$ cat src/rtl/vga_mode_ctrl.sv
// Run-time VGA mode controller: holds H/V timing sets, applies mode changes at frame boundaries.
// Build option VGA_MODE_CTRL_MUTE_EN adds post-switch muting for MUTE_FRAMES frames.
module vga_mode_ctrl #(
  parameter int unsigned DEFAULT_MODE  = 2,
  parameter int unsigned SETTLE_CYCLES = 16,
  parameter int unsigned MUTE_FRAMES   = 2
) (
  input  logic        clock,
  input  logic        reset_n,
  input  logic        req_valid,
  input  logic [1:0]  req_mode,
  output logic        req_ready,
  input  logic        frame_end,
  output logic [1:0]  clk_sel,
  output logic [1:0]  mode,
  output logic [15:0] h_resolution,
  output logic [15:0] h_front_porch,
  output logic [15:0] h_sync,
  output logic [15:0] h_back_porch,
  output logic [15:0] v_resolution,
  output logic [15:0] v_front_porch,
  output logic [15:0] v_sync,
  output logic [15:0] v_back_porch,
  output logic        h_negative,
  output logic        v_negative,
  output logic        timing_enable,
  output logic        mute,
  output logic        busy
);

  if (DEFAULT_MODE > 3 || SETTLE_CYCLES < 1 || SETTLE_CYCLES > 255 ||
      MUTE_FRAMES < 1 || MUTE_FRAMES > 15) begin : g_bad_param
    $error("vga_mode_ctrl: parameter out of range");
  end

`ifdef VGA_MODE_CTRL_MUTE_EN
  typedef enum logic [1:0] {RUN, PEND, SWITCH, MUTE} state_t;
  localparam logic [3:0] MUTE_LAST = 4'(MUTE_FRAMES - 1);
`else
  typedef enum logic [1:0] {RUN, PEND, SWITCH} state_t;
`endif

  typedef struct packed {
    logic [15:0] h_res, h_fp, h_sync, h_bp;
    logic [15:0] v_res, v_fp, v_sync, v_bp;
    logic        h_neg, v_neg;
  } timing_t;

  localparam logic [1:0] DEF_MODE    = 2'(DEFAULT_MODE);
  localparam logic [7:0] SETTLE_LAST = 8'(SETTLE_CYCLES - 1);

  function automatic timing_t mode_timing(input logic [1:0] m);
    case (m)
      2'd0:    mode_timing = '{16'd640,  16'd16,  16'd96,  16'd48,  16'd480, 16'd10, 16'd2, 16'd33, 1'b1, 1'b1};
      2'd1:    mode_timing = '{16'd800,  16'd40,  16'd128, 16'd88,  16'd600, 16'd1,  16'd4, 16'd23, 1'b0, 1'b0};
      2'd2:    mode_timing = '{16'd1280, 16'd110, 16'd40,  16'd220, 16'd720, 16'd5,  16'd5, 16'd20, 1'b0, 1'b0};
      default: mode_timing = '{16'd1024, 16'd24,  16'd136, 16'd160, 16'd768, 16'd3,  16'd6, 16'd29, 1'b1, 1'b1};
    endcase
  endfunction

  state_t     state_q, state_d;
  logic [1:0] mode_q, pend_mode;
  timing_t    tim_q;
  logic [7:0] settle_cnt;
`ifdef VGA_MODE_CTRL_MUTE_EN
  logic [3:0] frame_cnt;
`endif
  logic       ready_d, busy_d, mute_d, ten_d;
  logic       accept_new;

  assign accept_new = req_valid && req_ready && (req_mode != mode_q);

  always_comb begin
    state_d = state_q;
    case (state_q)
      RUN:    if (accept_new) state_d = PEND;
      PEND:   if (frame_end) state_d = SWITCH;
`ifdef VGA_MODE_CTRL_MUTE_EN
      SWITCH: if (settle_cnt == SETTLE_LAST) state_d = MUTE;
      MUTE:   if (frame_end && frame_cnt == MUTE_LAST) state_d = RUN;
`else
      SWITCH: if (settle_cnt == SETTLE_LAST) state_d = RUN;
`endif
      default: state_d = SWITCH;
    endcase
  end

  // Status outputs are decoded from the next state so the registered copies track state_q.
  always_comb begin
    ready_d = 1'b0;
    busy_d  = 1'b1;
    mute_d  = 1'b1;
    ten_d   = 1'b1;
    case (state_d)
      RUN: begin
        ready_d = 1'b1;
        busy_d  = 1'b0;
        mute_d  = 1'b0;
      end
      PEND:    mute_d = 1'b0;
      SWITCH:  ten_d  = 1'b0;
      default: ;
    endcase
  end

  always_ff @(posedge clock) begin
    if (!reset_n) begin
      state_q       <= SWITCH;
      req_ready     <= 1'b0;
      busy          <= 1'b1;
      mute          <= 1'b1;
      timing_enable <= 1'b0;
    end else begin
      state_q       <= state_d;
      req_ready     <= ready_d;
      busy          <= busy_d;
      mute          <= mute_d;
      timing_enable <= ten_d;
    end
  end

  always_ff @(posedge clock) begin
    if (!reset_n) begin
      mode_q     <= DEF_MODE;
      pend_mode  <= DEF_MODE;
      tim_q      <= mode_timing(DEF_MODE);
      settle_cnt <= '0;
`ifdef VGA_MODE_CTRL_MUTE_EN
      frame_cnt  <= '0;
`endif
    end else begin
      case (state_q)
        RUN:  if (accept_new) pend_mode <= req_mode;
        PEND: if (frame_end) begin
          mode_q     <= pend_mode;
          tim_q      <= mode_timing(pend_mode);
          settle_cnt <= '0;
        end
        SWITCH: begin
          settle_cnt <= settle_cnt + 8'd1;
`ifdef VGA_MODE_CTRL_MUTE_EN
          if (settle_cnt == SETTLE_LAST) frame_cnt <= '0;
`endif
        end
`ifdef VGA_MODE_CTRL_MUTE_EN
        MUTE: if (frame_end) frame_cnt <= frame_cnt + 4'd1;
`endif
        default: ;
      endcase
    end
  end

  assign mode          = mode_q;
  assign clk_sel       = mode_q;
  assign h_resolution  = tim_q.h_res;
  assign h_front_porch = tim_q.h_fp;
  assign h_sync        = tim_q.h_sync;
  assign h_back_porch  = tim_q.h_bp;
  assign v_resolution  = tim_q.v_res;
  assign v_front_porch = tim_q.v_fp;
  assign v_sync        = tim_q.v_sync;
  assign v_back_porch  = tim_q.v_bp;
  assign h_negative    = tim_q.h_neg;
  assign v_negative    = tim_q.v_neg;

endmodule
$ cat config.mk
export PLATFORM = sky130hd
export DESIGN_NAME = vga_mode_ctrl
export DESIGN_NICKNAME = d
export VERILOG_FILES = /design/src/rtl/vga_mode_ctrl.sv
export SDC_FILE = /design/constraint.sdc
export NUM_CORES = 1
export LEC_CHECK = 0
export ABC_AREA = 1
export BUFFER_PORTS_ARGS = -buffer_cell sky130_fd_sc_hd__buf_2
export CORE_MARGIN = 2
export CORE_UTILIZATION = 45
export CTS_BUF_LIST = sky130_fd_sc_hd__clkbuf_8
export DETAILED_ROUTE_END_ITERATION = 10
export GPL_TIMING_DRIVEN = 0
export PLACE_DENSITY = 0.89
export SETUP_SLACK_MARGIN = 0.15
export SLEW_MARGIN = 0
export SYNTH_ARGS = -nofsm -noshare
export SYNTH_HDL_FRONTEND = slang
export SYNTH_SLANG_ARGS = --single-unit
$ cat constraint.sdc
create_clock -name clock -period 3.5 [get_ports clock]
set_clock_uncertainty 0.1 [all_clocks]
set_input_delay 0.525 -clock clock [delete_from_list [all_inputs] [get_ports clock]]
set_output_delay 0.525 -clock clock [all_outputs]
set_load 0.01 [all_outputs]
# Yosys cells after proc, flatten, opt, wreduce, memory -nomap -nowiden
# Cells that the tools add are included.
# W data, S select, Z words.
# op_classes
n_addsub	1
eq_ne	9
muxes	11
reduce_logical	10
# ops
op	count
$pmux W125 S3	1
$pmux W8 S2	1
$add A8 B1 Y8 const B	1
$eq A8 B4 Y1 const B	1
$mux W8	1
$eq A2 B1 Y1 const B	3
$eq A2 B2 Y1 const B	3
$logic_not A2 Y1	3
$mux W2	3
$pmux W2 S3	1
$reduce_and A2 Y1	3
$mux W1	4
$logic_and A1 B1 Y1	2
$ne A2 B2 Y1	1
$ne A2 B2 Y1 const B	1
$reduce_bool A2 Y1	1
$reduce_or A2 Y1	1
# word_totals
regBits	148
inputBits	6
output_inout_bits	138
word_cells	49

# Longest topological paths before layout
# Gate-level depths: netlist of the first run.
# depth
ltp_word	7
depth_mapped	8
depth_no_buf	8

# Worst setup path after synthesis of the first run
# Ideal clock, no wire load.
# synth_timing
path_kind	in2reg
from	in reset_n
to	reg tim_q (netlist bit h_front_porch[5])
setup_ns	0.115
arrival_ns	1.124
required_time_ns	3.285
path_slack_ns	2.161
cell_stages	5
n_path_buf	1
cell_sequence	buf_2 clkinv_1 nor2_1 nand2_1 o21a_1
# synth_rtl
item	line	rtl
start: declaration	9	input logic reset_n,
end signal: assignment	126	tim_q <= mode_timing(DEF_MODE);
end signal: assignment	136	tim_q <= mode_timing(pend_mode);
end: declaration	63	timing_t tim_q;

==> results of run 1 <==
## worst min-delay path: cells and delay by family, from the launching register on
family	cells	cell delay (ns)
flops	1	0.31
compound gates	1	0.06
simple gates	1	0.06
## how the worst max path moves through the flow
stage,from,end,cells after the start
detailed placement,reset_n,h_front_porch[5]$_SDFFE_PN1P_,5
finish,h_front_porch[4]$_SDFFE_PN0P_,v_front_porch[1],2
global route,h_front_porch[4]$_SDFFE_PN0P_,v_resolution[8],2
CTS,h_front_porch[4]$_SDFFE_PN0P_,v_sync[1],2
global placement,reset_n,h_front_porch[5]$_SDFFE_PN1P_,5
floorplan,reset_n,h_front_porch[5]$_SDFFE_PN1P_,5
## final cells by class
| class | instances | share of cell area, % |
|---|---|---|
| Tap cell | 67 | 2.71 |
| Inverter | 20 | 2.43 |
| Buffer | 124 | 30.5 |
| Multi-Input combinational cell | 217 | 31.6 |
| Clock inverter | 2 | 1.13 |
| Sequential cell | 31 | 20.1 |
| Timing Repair Buffer | 55 | 8.91 |
| Clock buffer | 6 | 2.67 |
## flip-flops by register name (all words and copies together) (netlist names)
name	cells
h_back_porch	1
busy	1
h_front_porch	4
mute	1
h_resolution	1
settle_cnt	8
state_q	2
v_resolution	1
req_ready	1
timing_enable	1
clk_sel	2
h_sync	4
pend_mode	2
v_back_porch	2
## layer usage
metal	track usage, %	vias up	part of all wire, %
met5	0	-	0
met4	5.46	0	1.5
met3	5.69	6	9.6
met2	24.5	97	49
met1	16.2	830	40
li1	-	1038	-
## logic make-up after synthesis
| group | Yosys count |
|---|---|
| buf+inv | 144 |
| simple gates | 98 |
| flops | 31 |
| compound gates | 25 |
| fa+ha+maj | 7 |
| other cells | 1 |
## per-stage QoR
stage	std cells	hold WS, ns	area (sq um)
final	522	0.377	3090
after global routing	522	0.421	3090
after CTS	522	0.384	3090
after detailed placement	514	0.374	2970
after global placement	514	0.353	2970
after floorplan	392	0.373	2610
## power by group through the flow
stage	combinational (mW)	sequential (mW)	clock (mW)
2_1_floorplan	0.128	0.366	0
3_3_place_gp	0.134	0.366	0
3_5_place_dp	0.134	0.366	0
4_1_cts	0.134	0.358	0.365
5_1_grt	0.154	0.359	0.383
6_report	0.139	0.359	0.356
## synth_stat cells
| library cell | number |
|---|---|
| sky130_fd_sc_hd__o211a_1 | 1 |
| sky130_fd_sc_hd__conb_1 | 1 |
| sky130_fd_sc_hd__nor3_1 | 2 |
| sky130_fd_sc_hd__nand3_1 | 15 |
| sky130_fd_sc_hd__buf_2 | 2 |
| sky130_fd_sc_hd__buf_4 | 119 |
| sky130_fd_sc_hd__buf_8 | 1 |
| sky130_fd_sc_hd__clkinv_1 | 1 |
| sky130_fd_sc_hd__o21a_1 | 2 |
| sky130_fd_sc_hd__o211ai_2 | 1 |
| sky130_fd_sc_hd__buf_6 | 2 |
| sky130_fd_sc_hd__a21oi_1 | 12 |
| sky130_fd_sc_hd__o21ai_1 | 2 |
| sky130_fd_sc_hd__nor2_2 | 2 |
| sky130_fd_sc_hd__nor2_4 | 1 |
| sky130_fd_sc_hd__nor2_1 | 19 |
| sky130_fd_sc_hd__inv_1 | 18 |
| sky130_fd_sc_hd__dfxtp_1 | 31 |
| sky130_fd_sc_hd__nand2_2 | 2 |
| sky130_fd_sc_hd__inv_2 | 1 |
| sky130_fd_sc_hd__or2_2 | 1 |
| sky130_fd_sc_hd__and2_1 | 1 |
| sky130_fd_sc_hd__o21ai_0 | 7 |
| sky130_fd_sc_hd__ha_1 | 7 |
| sky130_fd_sc_hd__nand4_1 | 3 |
| sky130_fd_sc_hd__nand2_1 | 52 |
==> impl_summary.md, run 1 <==
Die
Once the floorplan was initialized, standard cells occupied 47.5% of the core. The number of top-level design ports is 144. The core region is 4820 sq um. The die extent in x is 75.3 um. The die covers 5670 sq um. The floorplan step set the die height to between 70 and 80 um. The initialized floorplan defines 25 standard-cell rows.

Logic synthesis
The synthesized netlist cell count is 306. The share of the synthesized area in compound gates (AO/OA/AOI/OAI) is 6.23%. For this run, the number of Yosys warnings is 0. The synthesized netlist contains 26 unique library cells. The mean post-synth cell area is 7.48 sq um. Of the total synthesized cell area, the portion taken by XOR and XNOR cells is 0%. The portion of synthesized area spent on multiplexers is 0%. For this run, the register share of the synthesized area comes to around 27%. The area share of fa/ha/maj cells after synthesis is 3.83%.

Ranked by total cell area, the synthesized netlist is headed by sky130_fd_sc_hd__buf_4, sky130_fd_sc_hd__dfxtp_1, sky130_fd_sc_hd__nand2_1, sky130_fd_sc_hd__ha_1, sky130_fd_sc_hd__nand3_1. By area, the combinational part of the netlist is dominated by buffers and inverters. The synthesized design spends more area on one cell type than any other, namely sky130_fd_sc_hd__buf_4. Counting flops and latches in the post-synthesis netlist gives 31. After Yosys synthesis, and, or, nand and nor cells account for 18.3% of the synthesized area. The synthesized design devotes to its leading area cell type 39.0% of total area. The netlist area before placement is 2290 sq um.

Layout
Leaving out fill and tap cells, the most frequent cell in the layout is sky130_fd_sc_hd__buf_4. In the final layout, the share of cells above drive strength 1 is approximately 43%. Summing all multi-input logic gate instances after layout gives slightly below 1000 sq um. The number of antenna diodes in the final layout is 0.

The area growth from synthesis to final layout is 34.9%. The library cells used most frequently in the layout, excluding fill and tap cells, are sky130_fd_sc_hd__buf_4, sky130_fd_sc_hd__conb_1, sky130_fd_sc_hd__buf_2. The final-stage net count is ~470. The number of filler instances in the final layout is 432. Once layout is complete, the utilization of the core stands at 64.1%. The sequential cells in the finished layout cover a total of ~620 sq um.

Global routing
For this run, the total global-route usage over all layers was measured as 14.4%. Entering global routing, the biggest net connects 11 pins. The initial antenna violation count is 0.

The global route total overflow is 0. The number of global-route vias before repair is 1601. The first global-routing pass estimated 6330 um of wire.

Worst hold path
The worst hold path begins at h_resolution[9]$_SDFFE_PN0P_. For hold timing, the worst endpoint is h_resolution[9]$_SDFFE_PN0P_. The path class of the tightest hold or removal check is register to register. Counting instances, the worst hold path has a depth of 2.

CTS
The CTS tree is done. The tree built by TritonCTS fans out to 31 sinks. After clock tree synthesis, the setup repair step added 0 buffers.

The cell sitting at the root of the clock tree is a sky130_fd_sc_hd__clkbuf_8. The maximum buffer depth of the clock tree is 2. The register clock-pin slew on the reported worst setup and hold paths is 0.06 ns. In this run the number of H-tree levels came out at 2. Counting the buffers created by CTS gives 5. The clock latency on the worst-skew pair is roughly 0.28 ns. The cts-stage hold buffer count is 0.

In this run, post-CTS repair resized a total of 0 instances.

Route
The first detailed-routing pass took 4 iterations. The via count is 1971. Once detail routing completed, the nets flagged for antenna violations numbered 0. The number of remaining DRC errors is 0.

The routed wire length is 4250 um. Dividing the detail-routed via count by the number of cells gives 3.78. In this run, the number of DRC markers left after iteration 0 of detailed routing was 66. In the final routed layout, each cell accounts on average for 8.15 um.

Timing
The minimum setup slack in the final design is 1.87 ns. The summed negative setup slack over all endpoints is 0 ns. The number of failing hold endpoints at the final stage is 0. The worst path uses 46.5% of the clock period. Setup repair after global routing left no endpoint under its margin.

Setup violations remaining at the end of the flow were counted as 0. The post-route minimum period is roughly 1.6 ns. The final number of max-transition violations is 0. Timing would allow up to 614 MHz.

Power
The sequential fraction of design power is a little over two fifths. The ratio of total power to cell area is 276 nW/um^2. In this run switching power makes up 23.2% of total power. The share of total power in the clock network is 41.7%. The overall power consumption is 0.854 mW. The maximum vdd drop is between 0.15 and 0.2 mV. In this run the static leakage power is roughly 1.8 nW.

The power share of the combinational group is 16.3%. Cell internal power was estimated by the tool at 0.656 mW. The switching power total is 0.198 mW.

Worst setup path
The cell at the slowest stage of the critical path is sky130_fd_sc_hd__dfxtp_1. In this design, the stage delay of the slowest critical-path cell is 0.46 ns. The class of the most critical setup path is register to primary output. The critical path arrival is 1.00 ns.

The family of cells with the greatest summed delay on the critical path is flip-flops. The flop-to-flop setup slack is around 2.2 ns. The count of cells along the worst register-to-register path is 6. STA classifies the critical path startpoint as a register. The number of buffer and inverter stages on the critical path is 2. The startpoint of the worst-slack reg-to-reg timing path is state_q[1]$_SDFF_PN1_.

The critical path goes through buf_4 -> buf_2. For the worst setup path, the data required time is 2.87 ns. STA classifies the critical path endpoint as a primary output. The largest fanout on the critical path is 8.

The terminus of the critical flop-to-flop path is h_sync[3]$_SDFFE_PN1P_.

Place
During placement, the flow inserted port buffers numbering 55. The final weighted congestion in routability-driven placement is 0.761. The post-placement setup slack is ~2 ns. The detailed-placement wirelength estimate is 3550 um.

Run status
The run finished with clean final reports.

Job
Max-cap violations in this run came to 0.
Note: power is estimated with default switching activity, not from simulation.
==> run 2: changes to the inputs <==
- ABC_AREA: 1 -> 0
- CORE_UTILIZATION: 45 -> 40
- PLACE_DENSITY: 0.89 -> 0.84
- clock period: 3.5 -> 1.4 ns (I/O delays scaled with it)
==> run 2 against run 1 <==
  * The flow now finishes with violations (negative setup slack)
  * Worst setup slack lost 2.1 ns
  * Synthesized cell count shrank 13%
  * First-iteration DRC count grew 18%
==> impl_summary.md, run 2 <==
Die
The site row count is 27. The die covers 6190 sq um. The region available for standard cell placement spans roughly 5400 sq um. The number of top-level design ports is ~140. The die extent in x is 78.7 um. Measured along the y axis, the die boundary spans 78.7 um. For this configuration, the core starts out at a cell density of 41.0%.

Timing
Setup repair after global routing could not meet its margin everywhere. The number of failing hold endpoints at the final stage is 0. The final count of negative-setup-slack endpoints is 12. The routed design could run at a clock period as short as 1.67 ns. The measured slew at the worst slew-check pin is 0.529 ns.

Setup slack on the critical path of the routed design comes to -0.269 ns. The maximum frequency from static timing analysis is 599 MHz. The worst pin sits at a relative slew slack of 64.7%.

The final number of max-transition violations is 0. Summed over all failing endpoints, the final setup total negative slack is -1.17 ns. The final-layout worst hold slack is 0.105 ns. The final clock period utilization by the worst path is 119%.

CTS
After clock tree synthesis, the clock-pin slew on the worst setup and hold paths is 0.06 ns. The tree built by TritonCTS fans out to 31 sinks. The clock reaches the later pin of the worst-skew pair after around 0.29 ns. The cts-stage hold buffer count is 0. Counting the buffers created by CTS gives 5.

The root buffer cell chosen for the clock tree is sky130_fd_sc_hd__clkbuf_8. The number of levels the H-tree was split into is 2. The maximum buffer depth of the clock tree is 2. TritonCTS built the clock tree.

Power
The power share of the combinational group is 18.0%. The share of total power in the clock network is about 38%. The switching portion of total power is between 20 and 30%. IR analysis of the VDD net gives a maximum drop of 0.361 mV. For this design the static power due to leakage is approximately 1.8 nW. Power spread over the standard cell area amounts to 605 nW/um^2. In this run the power spent charging and discharging nets is 0.513 mW. The sequential fraction of design power is about 44%. The internal power contribution is roughly 1.5 mW.

Layout
The finished cells cover 3340 sq um. The layout has about 460 filler cells. The final-stage net count is 441. The area growth from synthesis to final layout is 49.7%. For this run, the number of standard cells in the final layout without fillers is 501. settle_cnt holds more flip-flops than any other register. The register with the most flip-flops in the layout has 8 of them. The most common cell after layout, fill and taps aside is sky130_fd_sc_hd__buf_4. Of the cells placed in the final design, the portion with a size suffix greater than 1 is 56.4%. 0 antenna diodes ended up in the layout.

Leaving out fill and tap cells, the most frequent cells in the layout are sky130_fd_sc_hd__buf_4, sky130_fd_sc_hd__conb_1, sky130_fd_sc_hd__buf_2.

Global routing
The number of global-route vias before repair is 1695. Global routing finished with a remaining overflow of 0. The maximum number of pins on one net before global-route repair is 11. For this run, the total global-route usage over all layers was measured as 15.1%. The first global-routing pass estimated 7530 um of wire. The initial antenna violation count came to 0.

Place
The post-placement setup slack is -0.327 ns. Once detailed placement completed, the half-perimeter wirelength came to between 3000 and 4000 um. Summing all placed instances gives a cell area of roughly 3000 sq um. Once placement completed, the tool counted placed cells totaling 479. During placement, the flow inserted port buffers numbering 56. The final weighted congestion in routability-driven placement is 0.822.

Logic synthesis
After synthesis, the share of flip-flops with an asynchronous set or reset is 0%. The synthesized netlist cell count is 265. The number of enable flip-flop cells after synthesis is 0. After synthesis the netlist holds a flip-flop and latch count of 31. The mapped netlist covers between 2000 and 2500 sq um.

The proportion of synthesized chip area in sequential cells is 27.8%. The mean post-synth cell area is 8.42 sq um. The count of unique library cells instantiated by Yosys is 35.

The biggest area contributor in the post-synthesis netlist is sky130_fd_sc_hd__buf_4. The yosys synthesis warning count is 0. Of the post-synthesis cell area, the dominant cell type holds between 40 and 50%. In the post-synthesis netlist, the biggest area contributors are sky130_fd_sc_hd__buf_4, sky130_fd_sc_hd__dfxtp_1, sky130_fd_sc_hd__ha_1, sky130_fd_sc_hd__nand2_1, sky130_fd_sc_hd__a21oi_1. For this run, the leading register cell type out of synthesis is sky130_fd_sc_hd__dfxtp_1.

After synthesis, the most frequently instantiated cells are sky130_fd_sc_hd__buf_4, sky130_fd_sc_hd__dfxtp_1, sky130_fd_sc_hd__nand2_1. Among all cell types in the netlist, the one instantiated most often is sky130_fd_sc_hd__buf_4.

Route
Dividing the detail-routed via count by the number of cells gives 3.88. The via count is 1942. In the routed design, unresolved DRC markers number 0. Wires add up to 5060 um.

The count of antenna-violating nets left after detailed routing is 0. Dividing the detail-routed wire length by the instance count gives 10.1 um. The first detailed-routing pass took 4 iterations.

For this block, the initial DRC count from the detailed router was 78.

Worst setup path
The worst setup path is captured at a register. The data required time at the worst endpoint is 1.46 ns. For the worst flop-to-flop path, the logic depth is 3. The terminus of the critical flop-to-flop path is busy$_SDFF_PN1_. Of all nets on the critical path, the largest fanout is 2. The flop-to-flop setup slack is -0.27 ns. The setup path with the least slack is of type register to register. Data on the critical path arrives at its endpoint at around 1.7 ns. In this run the critical register-to-register path is launched from settle_cnt[5]$_SDFFE_PN0P_. The kind of start point of the critical path is a register.

Worst hold path
The path class of the tightest hold or removal check is primary input to register. The worst hold path passes through 3 cells. The start point of the worst hold path is req_mode[0].

The worst hold path terminates at pend_mode[0]$_SDFFE_PN0P_.

Job
Max-cap violations in this run came to 0.

Run status
The run finished, with violations left. The checks that failed: negative setup slack.
## run 2: per-stage QoR
| step | power (mW) | util (%) |
|---|---|---|
| after global placement | 1.25 | 54.5 |
| after detailed placement | 1.25 | 54.5 |
| after floorplan | 1.23 | - |
| after global routing | 2.12 | 61.4 |
| final | 2.02 | 61.4 |
| after CTS | 2.02 | 58.8 |
## run 2: final cells by class
cell class	instances	area, sq um	share of cell area, %
Multi-Input combinational cell	190	1100	33.1
Tap cell	72	90.1	2.70
Clock inverter	1	3.75	0.112
Buffer	126	965	28.9
Timing Repair Buffer	70	414	12.4
Inverter	4	15.0	0.449
Sequential cell	31	653	19.5
Clock buffer	7	96.3	2.88
## run 2: worst max path at each step
stage | startpoint | cells after the start | to | slack (ns)
after floorplan | settle_cnt[4]$_SDFFE_PN0P_ | 3 | busy$_SDFF_PN1_ | -0.25
after global placement | settle_cnt[5]$_SDFFE_PN0P_ | 3 | busy$_SDFF_PN1_ | -0.32
after detailed placement | settle_cnt[5]$_SDFFE_PN0P_ | 3 | busy$_SDFF_PN1_ | -0.33
after CTS | settle_cnt[7]$_SDFFE_PN0P_ | 3 | busy$_SDFF_PN1_ | -0.30
after global routing | settle_cnt[5]$_SDFFE_PN0P_ | 3 | busy$_SDFF_PN1_ | -0.32
final | settle_cnt[5]$_SDFFE_PN0P_ | 3 | busy$_SDFF_PN1_ | -0.27
## run 2: power groups by stage
stage	Combinational, mW	Sequential, mW	Clock, mW
final	0.364	0.897	0.762
after global routing	0.400	0.897	0.820
after CTS	0.344	0.897	0.780
after detailed placement	0.337	0.916	0
after global placement	0.335	0.915	0
after floorplan	0.316	0.914	0
## run 2: what timing repair did
item	CTS	global route
pin swaps	10	6
gates cloned	0	2
endpoints found under the setup margin	50	43
buffers inserted	7	5
gates resized for setup	26	26
## run 2: logic make-up after synthesis
group | synth area share (%)
DFF | 27.8
xor gates and xnor gates | 1.18
buffers and inverters | 42.0
muxes | 1.79
other | 0.168
AOI/OAI and AO/OA | 8.86
and+or+nand+nor | 14.2
adders and majority gates | 3.92
## run 2: critical path, stage by stage (launching register included)
cell                      delay, ns
sky130_fd_sc_hd__dfxtp_2       0.32
sky130_fd_sc_hd__or4_4         0.54
sky130_fd_sc_hd__o21ai_4       0.15
sky130_fd_sc_hd__or4b_1        0.43
## run 2: per-layer routing
metal  track usage [%]  wire length (um)  vias to the layer above
met1              15.4              1890                      848
met4              5.79                78                        0
met3              5.23               415                       14
li1                  -                 -                      983
met5                 0                 0                        -
met2              28.1              2680                       97
==> run 3: changes to the inputs <==
- ABC_AREA: 0 -> 1
==> run 3 against run 2 <==
  * The run now ends clean
  * Non-clock buffer count fell by 9
  * Combinational power fell by 1%
  * Power fell by 3.3%
  * Critical path depth rose by 4
  * Critical path type unchanged
==> impl_summary.md, run 3 (synthesized netlist as in run 1, its figures left out) <==
Die
The area of the core region is 5510 sq um. The die extent in x is around 80 um. The die covers 6350 sq um. From bottom edge to top edge, the die measures 79.7 um. In this run the core area contains 27 standard-cell rows. Pin placement for this block handled 144 I/O pins. The effective utilization at floorplan is 41.6%.

Layout
The final design utilization is ~60%. After the last flow step, the layout net total stands at 475. Relative to the synthesized area, the layout overhead comes to 40.8%. The top cell types in the final layout, fill and taps aside, are sky130_fd_sc_hd__buf_4, sky130_fd_sc_hd__conb_1, sky130_fd_sc_hd__buf_2. The count of cells in the finished layout, fillers not included, comes to 534.

The share of final-layout standard cells stronger than drive strength 1 is about half. The antenna cell count is 0. The library cell used most frequently in the layout, excluding fill and tap cells, is sky130_fd_sc_hd__buf_4. Counting flops per register, the top entry is settle_cnt. The register with the most flip-flops in the layout has 8 of them.

Place
The detailed-placement wirelength estimate is around 3600 um. The total placed cells including tap cells is about 520. OpenSTA, run right after detailed placement, puts the worst setup slack at 0.0603 ns. The count of buffers inserted at the top-level ports is 55. The final weighted congestion in routability-driven placement is 0.778.

Timing
The final clock period utilization by the worst path is 90.1%. The post-route minimum period is 1.26 ns. Setup slack closes at 0.139 ns. The summed negative setup slack over all endpoints is 0 ns. Setup violations remaining at the end of the flow were counted as 0. Derived from the worst setup path, the maximum achievable clock frequency is 793 MHz.

The number of failing hold endpoints at the final stage is 0. Setup repair after global routing could not meet its margin everywhere. The final number of max-transition violations came to 0.

Power
The standby leakage power is around 1.9 nW. The maximum vdd drop is between 0.3 and 0.4 mV. The ratio of total power to cell area is between 600 and 700 nW/um^2. The overall power consumption is 1.96 mW.

Route
The DRC violation total after the first TritonRoute iteration is 186. The routed wire length is 4600 um. The final route contains 1999 vias. The number of detailed-routing iterations run before antenna repair is 4.

For this run, design rule violations remaining after detail routing come to 0. The count of antenna-violating nets left after detailed routing is 0. In the final routed layout, each cell accounts on average for around 8.6 um. In the routed layout, each cell is associated on average with a via count of 3.74.

Global routing
In the global route stage, met2 resource usage came out at between 20% and 30%. Global routing consumed, on the met3 layer, 4.52% of the routing resources. The number of global-route vias before repair is approximately 1700. The wire length of the first global-routing pass is 6910 um. The initial antenna violation count is 0. Entering global routing, the biggest net connects 11 pins. The global route total overflow is 0. The combined global-route utilization of all metal layers is between 10 and 15%.

In the global route stage, met1 resource usage came out at ~14%. The layer flagged by global routing as most heavily used is met2.

Worst setup path
The endpoint identified for the worst register-to-register timing path is h_resolution[9]$_SDFFE_PN0P_. The number of buffer and inverter stages on the critical path is 3. Along the worst path, the maximum fanout reaches 10. The element type at the critical path end is a register. The flop-to-flop setup slack is 0.14 ns. The critical path goes through inv_2 -> nor2_2 -> nand2_2 -> buf_6 -> buf_8 -> nand2_1 -> a21oi_1. The kind of start point of the critical path is a register. The largest single stage delay on the critical path is approximately 0.35 ns.

The startpoint of the worst-slack reg-to-reg timing path is state_q[0]$_SDFF_PN0_. The slowest stage of the critical path is the sky130_fd_sc_hd__dfxtp_2 cell. The family of cells with the greatest summed delay on the critical path is flip-flops. The critical path arrival is 1.33 ns. The total stage count of the critical path is 7. Counting cells, the worst reg-to-reg path comes to 7. The data required time at the worst endpoint is 1.46 ns.

The class of the most critical setup path is register to register.

CTS
The maximum buffer depth of the clock tree is 2. The H-tree generated during clock tree synthesis spans 2 levels. After clock tree synthesis, the clock-pin slew on the worst setup and hold paths is 0.06 ns. The number of sinks handled by clock tree synthesis is 31. The cts-stage hold buffer count is 0. TritonCTS built the clock tree. The clock latency on the worst-skew pair is about 0.28 ns. The root buffer cell chosen for the clock tree is sky130_fd_sc_hd__clkbuf_8. The number of CTS-inserted buffers is 5.

Worst hold path
For hold timing, the worst endpoint is pend_mode[1]$_SDFFE_PN1P_. The min-delay analysis places its worst path in the category primary input to register. Counting instances, the worst hold path has a depth of 3. The startpoint identified for the worst hold timing path is req_mode[1].

Run status
The run finished with clean final reports.

Job
The max capacitance violation total is 0.
## run 3: worst min-delay path, delay by kind of cell
family        cells  cell delay [ns]
buf+inv           1             0.10
simple gates      2             0.16
## run 3: cell type report
cell class                      instances  area, sq um
Clock inverter                          1         5.00
Timing Repair Buffer                   63          339
Sequential cell                        31          652
Inverter                               20         75.1
Clock buffer                            6         82.6
Buffer                                124          941
Multi-Input combinational cell        217         1040
Fill cell                             472         2280
Tap cell                               72         90.1
## run 3: worst max path at each step
stage | from | endpoint | slack (ns)
floorplan | pend_mode[0]$_SDFFE_PN0P_ | h_front_porch[5]$_SDFFE_PN1P_ | 0.19
global placement | pend_mode[0]$_SDFFE_PN0P_ | h_front_porch[5]$_SDFFE_PN1P_ | 0.1
detailed placement | pend_mode[0]$_SDFFE_PN0P_ | h_front_porch[5]$_SDFFE_PN1P_ | 0.06
CTS | pend_mode[0]$_SDFFE_PN0P_ | h_front_porch[5]$_SDFFE_PN1P_ | 0.11
global route | state_q[1]$_SDFF_PN1_ | h_sync[3]$_SDFFE_PN1P_ | 0.06
finish | state_q[0]$_SDFF_PN0_ | h_resolution[9]$_SDFFE_PN0P_ | 0.14
## run 3: per-layer routing
| metal | part of all wire, % | routed length [um] | vias to the layer above |
|---|---|---|---|
| met5 | 0 | 0 | - |
| li1 | - | - | 1059 |
| met3 | 12 | 539 | 9 |
| met4 | 2.2 | 103 | 0 |
| met1 | 39 | 1790 | 818 |
| met2 | 47 | 2170 | 113 |
## run 3: report_power, final
part           leakage, nW  switching (mW)  internal (mW)  total, mW
clock network       0.0470           0.320          0.385      0.705
logic                 1.55           0.177          0.182      0.359
registers            0.253          0.0105          0.882      0.893
## run 3: what timing repair did
action                     4_1_cts  5_1_grt
setup endpoints to repair       39       44
setup buffers                    2        6
pin swaps                        1        7
gates resized for setup         13       27
## run 3: through the flow
step                      hold WS [ns]  cell area [sq um]
after floorplan                  0.264               2610
after global placement           0.354               2980
after detailed placement         0.371               2980
after CTS                        0.120               3110
after global routing             0.162               3220
final                            0.121               3220
